===== src/rtl/pulse_capture.sv =====
`default_nettype none
// ============================================================================
//  Module   : pulse_capture
//  Purpose  : Measures the high time and the period of a pulse train. The
//             input is given as qualified single-cycle rising/falling edge
//             strobes. A free-running cycle counter is sampled on each edge.
//             Each full pulse (rise, fall, rise) yields one
//             {high_time, period} result, which is held until acknowledged.
//  Ports    : clk        - system clock, rising edge
//             nrst       - asynchronous active-low reset
//             en         - capture enable; low forces IDLE and clears the counter
//             pos_edge   - rising-edge strobe of the measured signal
//             neg_edge   - falling-edge strobe of the measured signal
//             rd_ack     - consumer acknowledge of the held result
//             high_time  - cycles from rising edge to falling edge
//             period     - cycles from rising edge to next rising edge
//             cap_valid  - unacknowledged result held
//             lost       - sticky: an unacknowledged result was overwritten
//             err        - sticky: illegal edge sequence observed
//             stall      - counter saturated, input considered stuck
//  Revision : 1.0 - initial release
// ============================================================================
module pulse_capture #(
    parameter int CNT_W = 16
) (
    input  logic             clk,
    input  logic             nrst,
    input  logic             en,
    input  logic             pos_edge,
    input  logic             neg_edge,
    input  logic             rd_ack,
    output logic [CNT_W-1:0] high_time,
    output logic [CNT_W-1:0] period,
    output logic             cap_valid,
    output logic             lost,
    output logic             err,
    output logic             stall
);

    typedef enum logic [1:0] {
        IDLE = 2'd0,
        HIGH = 2'd1,
        LOW  = 2'd2
    } state_t;

    localparam logic [CNT_W-1:0] c_CNT_MAX = '1;
    localparam logic [CNT_W-1:0] c_CNT_ONE = CNT_W'(1);

    state_t           r_state;
    state_t           w_state_nxt;
    logic [CNT_W-1:0] r_cnt;
    logic [CNT_W-1:0] w_cnt_nxt;
    logic [CNT_W-1:0] r_high_lat;
    logic [CNT_W-1:0] w_high_lat_nxt;

    logic w_both;
    logic w_pos;
    logic w_neg;
    logic w_sat;
    logic w_accept;
    logic w_capture;
    logic w_err_set;
    logic w_stall_set;
    logic w_flag_clr;

    // Coincident strobes are an error on their own and are never treated as
    // a valid rise or fall.
    assign w_both = pos_edge & neg_edge;
    assign w_pos  = pos_edge & ~neg_edge;
    assign w_neg  = neg_edge & ~pos_edge;

    // Saturation takes priority over any edge seen in the same cycle: the
    // input is declared stuck and the measurement is abandoned.
    assign w_sat  = (r_state != IDLE) && (r_cnt == c_CNT_MAX);

    always_comb begin
        w_state_nxt    = r_state;
        w_cnt_nxt      = r_cnt;
        w_high_lat_nxt = r_high_lat;
        w_accept       = 1'b0;
        w_capture      = 1'b0;
        w_err_set      = 1'b0;
        w_stall_set    = 1'b0;

        if (!en) begin
            w_state_nxt = IDLE;
            w_cnt_nxt   = '0;
        end else if (w_sat) begin
            w_state_nxt = IDLE;
            w_stall_set = 1'b1;
        end else begin
            if (r_state != IDLE) begin
                w_cnt_nxt = r_cnt + c_CNT_ONE;
            end

            if (w_both) begin
                w_err_set = 1'b1;
            end else begin
                case (r_state)
                    IDLE: begin
                        if (w_pos) begin
                            w_accept    = 1'b1;
                            w_state_nxt = HIGH;
                        end
                    end
                    HIGH: begin
                        if (w_pos) begin
                            // Rise while already high: restart, no result.
                            w_accept  = 1'b1;
                            w_err_set = 1'b1;
                        end else if (w_neg) begin
                            w_high_lat_nxt = r_cnt;
                            w_state_nxt    = LOW;
                        end
                    end
                    LOW: begin
                        if (w_pos) begin
                            w_accept    = 1'b1;
                            w_capture   = 1'b1;
                            w_state_nxt = HIGH;
                        end else if (w_neg) begin
                            w_err_set = 1'b1;
                        end
                    end
                    default: begin
                        w_state_nxt = IDLE;
                    end
                endcase
            end

            if (w_accept) begin
                w_cnt_nxt = c_CNT_ONE;
            end
        end
    end

    // Sticky flags clear only on an acknowledge that does not coincide with
    // a new capture, so a freshly delivered result keeps its history.
    assign w_flag_clr = en & rd_ack & ~w_capture;

    always_ff @(posedge clk or negedge nrst) begin
        if (!nrst) begin
            r_state    <= IDLE;
            r_cnt      <= '0;
            r_high_lat <= '0;
        end else begin
            r_state    <= w_state_nxt;
            r_cnt      <= w_cnt_nxt;
            r_high_lat <= w_high_lat_nxt;
        end
    end

    always_ff @(posedge clk or negedge nrst) begin
        if (!nrst) begin
            high_time <= '0;
            period    <= '0;
            cap_valid <= 1'b0;
            lost      <= 1'b0;
            err       <= 1'b0;
            stall     <= 1'b0;
        end else begin
            if (w_capture) begin
                period    <= r_cnt;
                high_time <= r_high_lat;
            end

            if (w_capture) begin
                cap_valid <= 1'b1;
            end else if (en && rd_ack) begin
                cap_valid <= 1'b0;
            end

            if (w_capture && cap_valid && !rd_ack) begin
                lost <= 1'b1;
            end else if (w_flag_clr) begin
                lost <= 1'b0;
            end

            if (w_err_set) begin
                err <= 1'b1;
            end else if (w_flag_clr) begin
                err <= 1'b0;
            end

            if (w_stall_set) begin
                stall <= 1'b1;
            end else if (w_accept) begin
                stall <= 1'b0;
            end
        end
    end

endmodule
`default_nettype wire


===== config.mk =====
export PLATFORM = sky130hd
export DESIGN_NAME = pulse_capture
export DESIGN_NICKNAME = d
export VERILOG_FILES = /design/src/rtl/pulse_capture.sv
export SDC_FILE = /design/constraint.sdc
export NUM_CORES = 1
export LEC_CHECK = 0
export BUFFER_PORTS_ARGS = -buffer_cell sky130_fd_sc_hd__clkbuf_2
export CAP_MARGIN = 20
export CORE_UTILIZATION = 25
export CTS_CLUSTER_SIZE = 14
export DETAILED_ROUTE_END_ITERATION = 12
export GPL_TIMING_DRIVEN = 0
export SLEW_MARGIN = 20
export SYNTH_ARGS = -nofsm -noshare
export SYNTH_HDL_FRONTEND = slang
export SYNTH_SLANG_ARGS = --single-unit

===== constraint.sdc =====
create_clock -name clk -period 3.6 [get_ports clk]
set_input_delay 0.36 -clock clk [delete_from_list [all_inputs] [get_ports clk]]
set_output_delay 0.36 -clock clk [all_outputs]
set_load 0.01 [all_outputs]

==> out/qor.yml <==
yosysUniqueCellTypes: 42
ff2ff_path_depth: 8
grt_pass1_wl_um: 11000
pre_cts_slack_ns: 1.061
vias: 2061
hold_violations: 0
dpl.hpwl_um: 4545
diodes: 0
wl_per_cell_um: 13.80
clk_pin_slew_ns: 0.06
synth_flop_cell: "dfrtp_1"
post_cts_resized: 0
path_max_fanout: 10
grt.total_usage_pct: 10.89
min_period_ns: 2.541
via_per_inst: 4.339
syn_to_final_growth_pct: 23.64
synth.avg_cell_area_um2: 12.75
drtIter0Drc: 82
fin_crit_sh_pct: 70.57
drive_gt1_share_pct: 37.46
slew_violations: 0
first_pass_iters: 4
fin_ws_ns: 1.059
grt_pass1_vias: 2142
cts_htree_levels: 3
ys_async_sr_fraction_pct: 100.0
start_kind: "flop"
rsz0062_at_grt: "false"
slew_headroom_pct: 51.59
io_buffers: 40
grt_max_degree: 50
final_area_um2: 3926
clock_latency_ns: 0.33
routed_wirelength_um: 6553
cts_buffer_depth: 2
cts_root_buf: "clkbuf_16"
critPathCaptureType: "flop"
status: "finished, final reports clean"
cp.required_ns: 3.81
die_h_um: 114.7
dieWidth_um: 114.7
die-area_um2: 13160
hold_path_class: "in -> reg"
place.gp.congestion: 0.7915
synth_area_um2: 3176
yosys_warnings: 0
tns_ns: 0
timing.hold.ws_ns: 0.3432
ir_drop_mv: 0.2443
post_dp_cell_area_um2: 3616
seq_area_frac_synth_pct: 55.16
cts_buffers: 9
antenna_found_initial: 0
maxClockFrequency_ghz: 0.3936
synth_nets: 261
io_pins: 42
tritoncts: "built"
skew_ns: 0.007351
synthCells: 249
placementRows: 40
synth_seq_cells: 70
worstMarginPinSlew_ns: 0.7222
ant_nets: 0
crit_end: "r_high_lat[11]$_DFFE_PN0P_"
finalSetupViolations: 0
drv_cap: 0
initial_utilization_pct: 26.00
synth_edf_count: 0
startpoint: "r_cnt[0]$_DFFE_PN0P_"
clock-sinks: 70
r2r-start: "r_cnt[0]$_DFFE_PN0P_"
totalPowerFinal_mw: 1.845
critPathArrivalTime_ns: 2.75
critPathKind: "reg -> reg"
gr-total-overflow: 0
p_leak_nw: 1.856
r2r-end: "r_high_lat[11]$_DFFE_PN0P_"
rrSetupSlack_ns: 1.06
core_um2: 12210
final_nets: 314
drc: 0
power_density_nw_per_um2: 470.0
[cell usage after synthesis, drive strengths merged (2+ instances only)]
| library cell | number | area share (%) |
|---|---|---|
| dfrtp | 70 | 55 |
| mux2 | 48 | 18 |
| o21ai | 17 | 3.0 |
| nor2 | 13 | 1.6 |
| nand2 | 12 | 1.4 |
| buf | 7 | 2.1 |
| inv | 7 | 0.83 |
| nor3 | 7 | 1.4 |
| xnor2 | 7 | 1.9 |
| ha | 6 | 2.4 |
| nand2b | 6 | 1.2 |
| a21oi | 5 | 0.79 |
| nor4 | 4 | 0.79 |
| clkbuf | 3 | 0.35 |
| mux2i | 3 | 0.95 |
| nand3 | 3 | 0.47 |
| nand3b | 3 | 0.71 |
| o41ai | 3 | 0.83 |
| a211oi | 2 | 0.47 |
| a21o | 2 | 0.47 |
| nand4 | 2 | 0.39 |
| nor2b | 2 | 0.39 |
| nor3b | 2 | 0.47 |
| o31ai | 2 | 0.47 |
| or2 | 2 | 0.39 |
[how the worst min path moves through the flow]
stage                                 start                         to  slack, ns  cells after the start
after detailed placement               nrst  high_time[12]$_DFFE_PN0P_       0.31                      1
after global routing                 rd_ack      cap_valid$_DFFE_PN0P_       0.36                      3
after CTS                            rd_ack            err$_DFFE_PN0P_       0.34                      4
after global placement    stall$_DFFE_PN0P_          stall$_DFFE_PN0P_       0.47                      2
after floorplan                        nrst      cap_valid$_DFFE_PN0P_       0.06                      0
final                                rd_ack      cap_valid$_DFFE_PN0P_       0.34                      3
[cells by family after synthesis]
family                     synth area share (%)
AOI/OAI and AO/OA                         7.132
muxes                                     19.15
DFF                                       55.16
buffers and inverters                     3.270
adders and majority gates                 2.364
xor gates and xnor gates                  1.931
and+or+nand+nor                           10.99
[final cells by class]
cell class,count,area [um2]
Buffer,10,77.57
Timing Repair Buffer,42,240.2
Multi-Input combinational cell,162,1320
Clock buffer,10,239.0
Fill cell,1247,8285
Clock inverter,6,61.31
Tap cell,168,210.2
Inverter,7,26.28
Sequential cell,70,1752
[worst max-delay path: stages (launching register included)]
cell,delay (ns)
dfrtp_1,0.44
ha_1,0.25
nand2_1,0.14
or4_1,0.12
buf_2,0.17
o21ai_4,0.09
nor3_2,0.62
buf_6,0.28
mux2_4,0.31
[placed cells by master, fill, tap and decap left out, types with 7 or more instances in the layout]
cell type  synthesis  layout
nand2_1           12      12
nor2_1            12      12
clkbuf_2           0      39
o21ai_0           16      16
xnor2_1            7       7
mux2_2            33      33
mux2_4            10      10
dfrtp_1           70      70
clkbuf_16          0       9
inv_1              7       7
[power by group]
part	total [mW]	switching [mW]	internal (mW)	leakage [nW]
Sequential	0.827	0.0180	0.809	0.972
Clock	0.885	0.333	0.552	0.148
Combinational	0.133	0.0792	0.0543	0.736
Total	1.85	0.430	1.41	1.86
[registers in the layout, indices dropped and copies added (netlist names)]
register and count:
high_time 16, period 16, r_cnt 16, r_high_lat 16, r_state 2, cap_valid 1
err 1, lost 1, stall 1
[through the flow]
step	std cells	util, %
after floorplan	249	-
after global placement	457	29.36
after global routing	475	32.15
final	475	32.15
after detailed placement	458	29.61
after CTS	475	32.15
[per-layer routing]
metal  track usage [%]  routed length (um)
met5                 0                   0
met4             4.416                  92
met3             3.759                 317
met2             16.44                2880
met1             14.26                3262
[timing repair]
action | CTS | global route
hold endpoints to repair | 21 | 0
hold buffers | 1 | 0
setup buffers | 0 | 0
(Power assumes the default switching activity.)
